[src/rtl/pwm_dac_pkg.sv]
// Shared constants for the multi-channel PWM DAC.
// The output mode is latched once per window so each window is fully edge- or center-aligned.
package pwm_dac_pkg;

    typedef enum logic {
        MODE_EDGE   = 1'b0,
        MODE_CENTER = 1'b1
    } pwm_mode_t;

endpackage

[src/rtl/sync_fifo.sv]
// Single-clock frame buffer with occupancy count; push when full and pop when empty are ignored.
module sync_fifo #(
    parameter int WIDTH = 8,
    parameter int DEPTH = 4
) (
    input  logic                   clk,
    input  logic                   rst_n,
    input  logic                   push,
    input  logic                   pop,
    input  logic [WIDTH-1:0]       in_data,
    output logic [WIDTH-1:0]       out_data,
    output logic                   full,
    output logic                   empty,
    output logic [$clog2(DEPTH):0] level
);

    localparam int PTR_W = $clog2(DEPTH);

    logic [WIDTH-1:0] mem [DEPTH];
    logic [PTR_W-1:0] wr_ptr;
    logic [PTR_W-1:0] rd_ptr;
    logic             do_push;
    logic             do_pop;

    assign full     = (level == (PTR_W + 1)'(DEPTH));
    assign empty    = (level == '0);
    assign do_push  = push && !full;
    assign do_pop   = pop && !empty;
    assign out_data = mem[rd_ptr];

    // Storage carries no reset; the pointers alone define what is valid.
    always_ff @(posedge clk) begin
        if (do_push) begin
            mem[wr_ptr] <= in_data;
        end
    end

    always_ff @(posedge clk) begin
        if (!rst_n) begin
            wr_ptr <= '0;
            rd_ptr <= '0;
            level  <= '0;
        end else begin
            if (do_push) begin
                wr_ptr <= wr_ptr + 1'b1;
            end
            if (do_pop) begin
                rd_ptr <= rd_ptr + 1'b1;
            end
            case ({do_push, do_pop})
                2'b10:   level <= level + 1'b1;
                2'b01:   level <= level - 1'b1;
                default: level <= level;
            endcase
        end
    end

endmodule

[src/rtl/pwm_dac_multi.sv]
// Multi-channel PWM DAC: frames of codes are buffered and taken at window boundaries,
// each channel compares the shared window counter against its active code.
module pwm_dac_multi
    import pwm_dac_pkg::*;
#(
    parameter int NUM_CHANNELS      = 2,
    parameter int CYCLES_PER_WINDOW = 1024,
    parameter int CODE_WIDTH        = $clog2(CYCLES_PER_WINDOW) + 1,
    parameter int FIFO_DEPTH        = 4
) (
    input  logic                               clk,
    input  logic                               rst_n,
    input  logic                               enable,
    input  logic                               center_mode,
    input  logic [NUM_CHANNELS*CODE_WIDTH-1:0] in_codes,
    input  logic                               in_valid,
    output logic                               in_ready,
    input  logic                               clear_underrun,
    output logic [NUM_CHANNELS-1:0]            pwm,
    output logic                               next_sample,
    output logic                               underrun,
    output logic [$clog2(FIFO_DEPTH):0]        fifo_level
);

    localparam int CNT_W   = $clog2(CYCLES_PER_WINDOW);
    localparam int FRAME_W = NUM_CHANNELS * CODE_WIDTH;
    // Wide enough for the clamped code and for lo + c, whichever code width is chosen.
    localparam int CMP_W   = (CODE_WIDTH + 1 > CNT_W + 2) ? CODE_WIDTH + 1 : CNT_W + 2;
    localparam logic [CMP_W-1:0] WIN  = CMP_W'(CYCLES_PER_WINDOW);
    localparam logic [CNT_W-1:0] LAST = CNT_W'(CYCLES_PER_WINDOW - 1);

    if (CYCLES_PER_WINDOW < 4) begin : g_bad_window
        $error("CYCLES_PER_WINDOW must be at least 4");
    end
    if (FIFO_DEPTH < 2 || (FIFO_DEPTH & (FIFO_DEPTH - 1)) != 0) begin : g_bad_depth
        $error("FIFO_DEPTH must be a power of two and at least 2");
    end

    logic [CNT_W-1:0]        counter;
    logic [CMP_W-1:0]        cnt_ext;
    logic                    boundary;
    pwm_mode_t               mode;
    logic [CODE_WIDTH-1:0]   bank [NUM_CHANNELS];
    logic [FRAME_W-1:0]      head;
    logic                    fifo_full;
    logic                    fifo_empty;
    logic                    push;
    logic                    pop;
    logic [NUM_CHANNELS-1:0] pwm_next;

    assign boundary    = enable && (counter == LAST);
    assign next_sample = boundary && rst_n;
    assign in_ready    = !fifo_full && rst_n;
    assign push        = in_valid && in_ready;
    assign pop         = next_sample && !fifo_empty;
    assign cnt_ext     = CMP_W'(counter);

    sync_fifo #(
        .WIDTH (FRAME_W),
        .DEPTH (FIFO_DEPTH)
    ) u_fifo (
        .clk      (clk),
        .rst_n    (rst_n),
        .push     (push),
        .pop      (pop),
        .in_data  (in_codes),
        .out_data (head),
        .full     (fifo_full),
        .empty    (fifo_empty),
        .level    (fifo_level)
    );

    always_ff @(posedge clk) begin
        if (!rst_n) begin
            counter <= '0;
        end else if (enable) begin
            counter <= boundary ? '0 : counter + 1'b1;
        end
    end

    // Codes and mode change only on the edge that closes a window.
    always_ff @(posedge clk) begin
        if (!rst_n) begin
            mode <= pwm_mode_t'(center_mode);
            for (int k = 0; k < NUM_CHANNELS; k++) begin
                bank[k] <= '0;
            end
        end else if (boundary) begin
            mode <= pwm_mode_t'(center_mode);
            if (!fifo_empty) begin
                for (int k = 0; k < NUM_CHANNELS; k++) begin
                    bank[k] <= head[k*CODE_WIDTH +: CODE_WIDTH];
                end
            end
        end
    end

    always_ff @(posedge clk) begin
        if (!rst_n) begin
            underrun <= 1'b0;
        end else if (boundary && fifo_empty) begin
            underrun <= 1'b1;
        end else if (clear_underrun) begin
            underrun <= 1'b0;
        end
    end

    for (genvar k = 0; k < NUM_CHANNELS; k++) begin : g_ch
        logic [CMP_W-1:0] code_ext;
        logic [CMP_W-1:0] eff;
        logic [CMP_W-1:0] lo;
        logic [CMP_W-1:0] hi;

        assign code_ext    = CMP_W'(bank[k]);
        assign eff         = (code_ext > WIN) ? WIN : code_ext;
        assign lo          = (WIN - eff) >> 1;
        assign hi          = lo + eff;
        assign pwm_next[k] = (mode == MODE_CENTER) ? ((cnt_ext >= lo) && (cnt_ext < hi))
                                                   : (cnt_ext < eff);
    end

    always_ff @(posedge clk) begin
        if (!rst_n) begin
            pwm <= '0;
        end else begin
            pwm <= enable ? pwm_next : '0;
        end
    end

endmodule
[config.mk]
export PLATFORM = sky130hd
export DESIGN_NAME = pwm_dac_multi
export DESIGN_NICKNAME = d
export VERILOG_FILES = /design/src/rtl/pwm_dac_pkg.sv /design/src/rtl/sync_fifo.sv /design/src/rtl/pwm_dac_multi.sv
export SDC_FILE = /design/constraint.sdc
export NUM_CORES = 1
export LEC_CHECK = 0
export CAP_MARGIN = 10
export CORE_MARGIN = 8
export CORE_UTILIZATION = 59
export CTS_CLUSTER_SIZE = 8
export DETAILED_ROUTE_END_ITERATION = 6
export PLACE_DENSITY_LB_ADDON = 0.3
export SLEW_MARGIN = 5
export SYNTH_ARGS = -nofsm -noshare
export SYNTH_HDL_FRONTEND = slang
export SYNTH_SLANG_ARGS = --single-unit
[constraint.sdc]
create_clock -name clk -period 5.95 [get_ports clk]
set_input_delay 1.4875 -clock clk [delete_from_list [all_inputs] [get_ports clk]]
set_output_delay 1.4875 -clock clk [all_outputs]
set_load 0.01 [all_outputs]
==> out/results.ini <==
[run_status]
status=finished, final reports clean

[finish]
antenna_cells=0
register_area_sq_um=3770
nets=801
drive_gt1_share_pct=9.36
stdcell_count=881
fillers=875
syn2layout_area_growth_pct=13.9
multiInputGateArea_sq_um=3790

[sta]
hold_slack_ns=0.544
slew_violations=0
rsz0062_at_grt=false
post-route-period-util_pct=84.5
relSlewSlack_pct=18.2
fmax_mhz=199
finalSetupTns_ns=0
finalSetupViolCount=0
fin_crit_ns=5.03
worst_slew_pin_slew_ns=1.23
finalHoldViolCount=0
finalClockSkew_ns=0.0104

[setup_path]
end_kind=flip-flop
worstSetupStartpointType=flip-flop
crit_path_max_fanout=29
cp_slowest_cell=edfxtp_1
required_ns=6.22
crit_arrival_ns=5.30
slowest_delay_ns=0.90
crit_type=reg2reg
crit_chain=nand2b_1 > ha_1 > o21ai_0 > or3b_2 > a21oi_1 > or2_1 > ha_1 > o21ai_0 > a2111oi_2 > a2111oi_1 > xor2_1 > ha_1 > and4_1 > o21ai_0 > o21a_1 > o211ai_1 > o311ai_2

[clock_network]
cts_sinks=133
clk_latency_ns=0.41
cts_buffers=17
cts_repair_resize_count=0
cts_tree=built
cts_root_buf=clkbuf_16
h-tree-depth=4
cts.clk_slew.worst_paths_ns=0.06
cts_buffer_depth=2
cts_setup_buffers=0
cts_hold_buf=0

[place]
dp.cells=849
place_congestion=0.884
portBuffers=35
dp_hpwl_microns=11300

[global_route]
grt_max_degree=30
grt_pass1_vias=5474
grt.overflow.total=0
grt_usage_pct=20.1
antenna_found_initial=0
grt_first_pass_wirelength_microns=26500

[floorplanning]
io_pins=36
die_area_sq_um=17200
fp-row-count=42
core_sq_um=13100
initial_core_util_pct=59.7
die_w_microns=131
die_h_microns=131

[routing]
drt_iter0_markers=397
via_per_inst=6.02
drt.antenna.violating_nets=0
drt-wirelength-per-cell_microns=18.1
drc_errors=0
vias=5304
routed_wl_microns=16000
dr.pass1.iters=5

[flow_run]
maxCapViolCount=0

[logic_synthesis]
synth_common_cells=edfxtp_1, ha_1, inv_1
synth_cell_types=65
yosysSeqAreaShare_pct=48.3
netlist_instances=657
ys_ff_latch=133
yosysWarnings=0
syn_nets=766
yosysMostFrequentCell=edfxtp_1
synth_xor_xnor_area_share_pct=3.81
synth_mux_area_share_pct=6.34
syn_avg_cell_area_sq_um=11.9
synth_edf_count=111
yosys.area_share.simple_pct=13.9
synth-async-reset-ratio_pct=0
synth_compound_area_share_pct=11.4
synth_top_family_by_area=simple AND/OR/NAND/NOR gates
synth.cell_area_sq_um=7810
ys.flop_type=edfxtp_1
synth.area.top_cells=edfxtp_1, ha_1, mux4_2
synth_fa_ha_area_share_pct=13.1
synth_top_area_cell=edfxtp_1
yosysTopAreaCellShare_pct=42.7

[power]
p_leak_nw=3.54
vdd.ir_drop.worst_mv=0.302
p_per_area_nw_per_um2=261

[worst_hold_path]
hold_path_class=reg2reg

[logic make-up (layout without fill, tap and decap cells)]
family,count (synthesis),count (layout)
simple gates,194,194
flops,133,133
compound gates,127,127
fa+ha+maj,81,81
buf+inv,66,114
xor+xnor,34,34
mux,22,22
[metrics by stage]
stage	utilization (%)	setup slack [ns]	total power [mW]	cell area, sq um
floorplan	-	1.70	1.26	7820
global placement	63.6	1.07	1.32	8320
detailed placement	63.6	0.982	1.34	8320
CTS	68.0	0.952	2.34	8900
global route	68.0	0.546	2.41	8900
finish	68.0	0.923	2.32	8900
[critical path: cells and delay by family, from the launching register on]
family / cells / cell delay, ns
AO/OA/AOI/OAI: 9 / 1.79
XOR/XNOR: 1 / 0.14
adder cells (fa/ha/maj): 3 / 0.89
flip-flops: 1 / 0.90
AND/OR/NAND/NOR: 4 / 1.16
[state kept, by name, summed over array words and instances, names as in the netlist, named ones only]
signal	count
u_fifo.wr_ptr	2
u_fifo.mem	88
pwm	2
counter	10
bank	22
underrun	1
mode	1
u_fifo.rd_ptr	2
u_fifo.level	3
[path summary, 6_finish.rpt]
kind	depth (start not counted)	endpoint	slack, ns	from
max	17	pwm[1]	0.92	bank[0][21]
min	2	u_fifo.level[2]	0.54	u_fifo.level[2]
max reg2reg	17	pwm[1]	0.92	bank[0][21]
min reg2reg	2	u_fifo.level[2]	0.54	u_fifo.level[2]
[power by group]
group | internal (mW) | switching (mW) | total (mW)
clock | 0.627 | 0.374 | 1.00
combinational | 0.116 | 0.142 | 0.258
sequential | 1.04 | 0.0270 | 1.07
[area by class of cell]
type	count	area share, %
Clock buffer	20	5.02
Clock inverter	12	1.45
Inverter	44	1.86
Multi-Input combinational cell	458	42.6
Sequential cell	133	42.4
Tap cell	176	2.47
Timing Repair Buffer	38	4.19
[per-layer routing]
layer | GRT usage [%] | share of wire [%]
met4 | 8.91 | 2.4
met5 | 0 | 0
met2 | 33.1 | 49
met3 | 5.06 | 4.6
met1 | 24.5 | 44
[cell usage in the layout (no fill, tap or decap), drive strengths merged, types with 6 or more instances in the layout]
cell           netlist  final
xor2                16     16
nor2b               10     10
nor3                 7      7
nand2b              32     32
nand4                8      8
mux4                22     22
nor2                38     38
o21ai               30     30
dfxtp               22     22
nand3                6      6
a21o                18     18
a21oi               27     27
xnor2               18     18
edfxtp             111    111
and3                33     33
nand2               30     30
inv                 44     46
ha                  80     80
clkbuf              17     20
clkdlybuf4s50        0     35
a2111oi              7      7
a31oi                6      6
No activity file was read; power rests on OpenSTA's default activity.
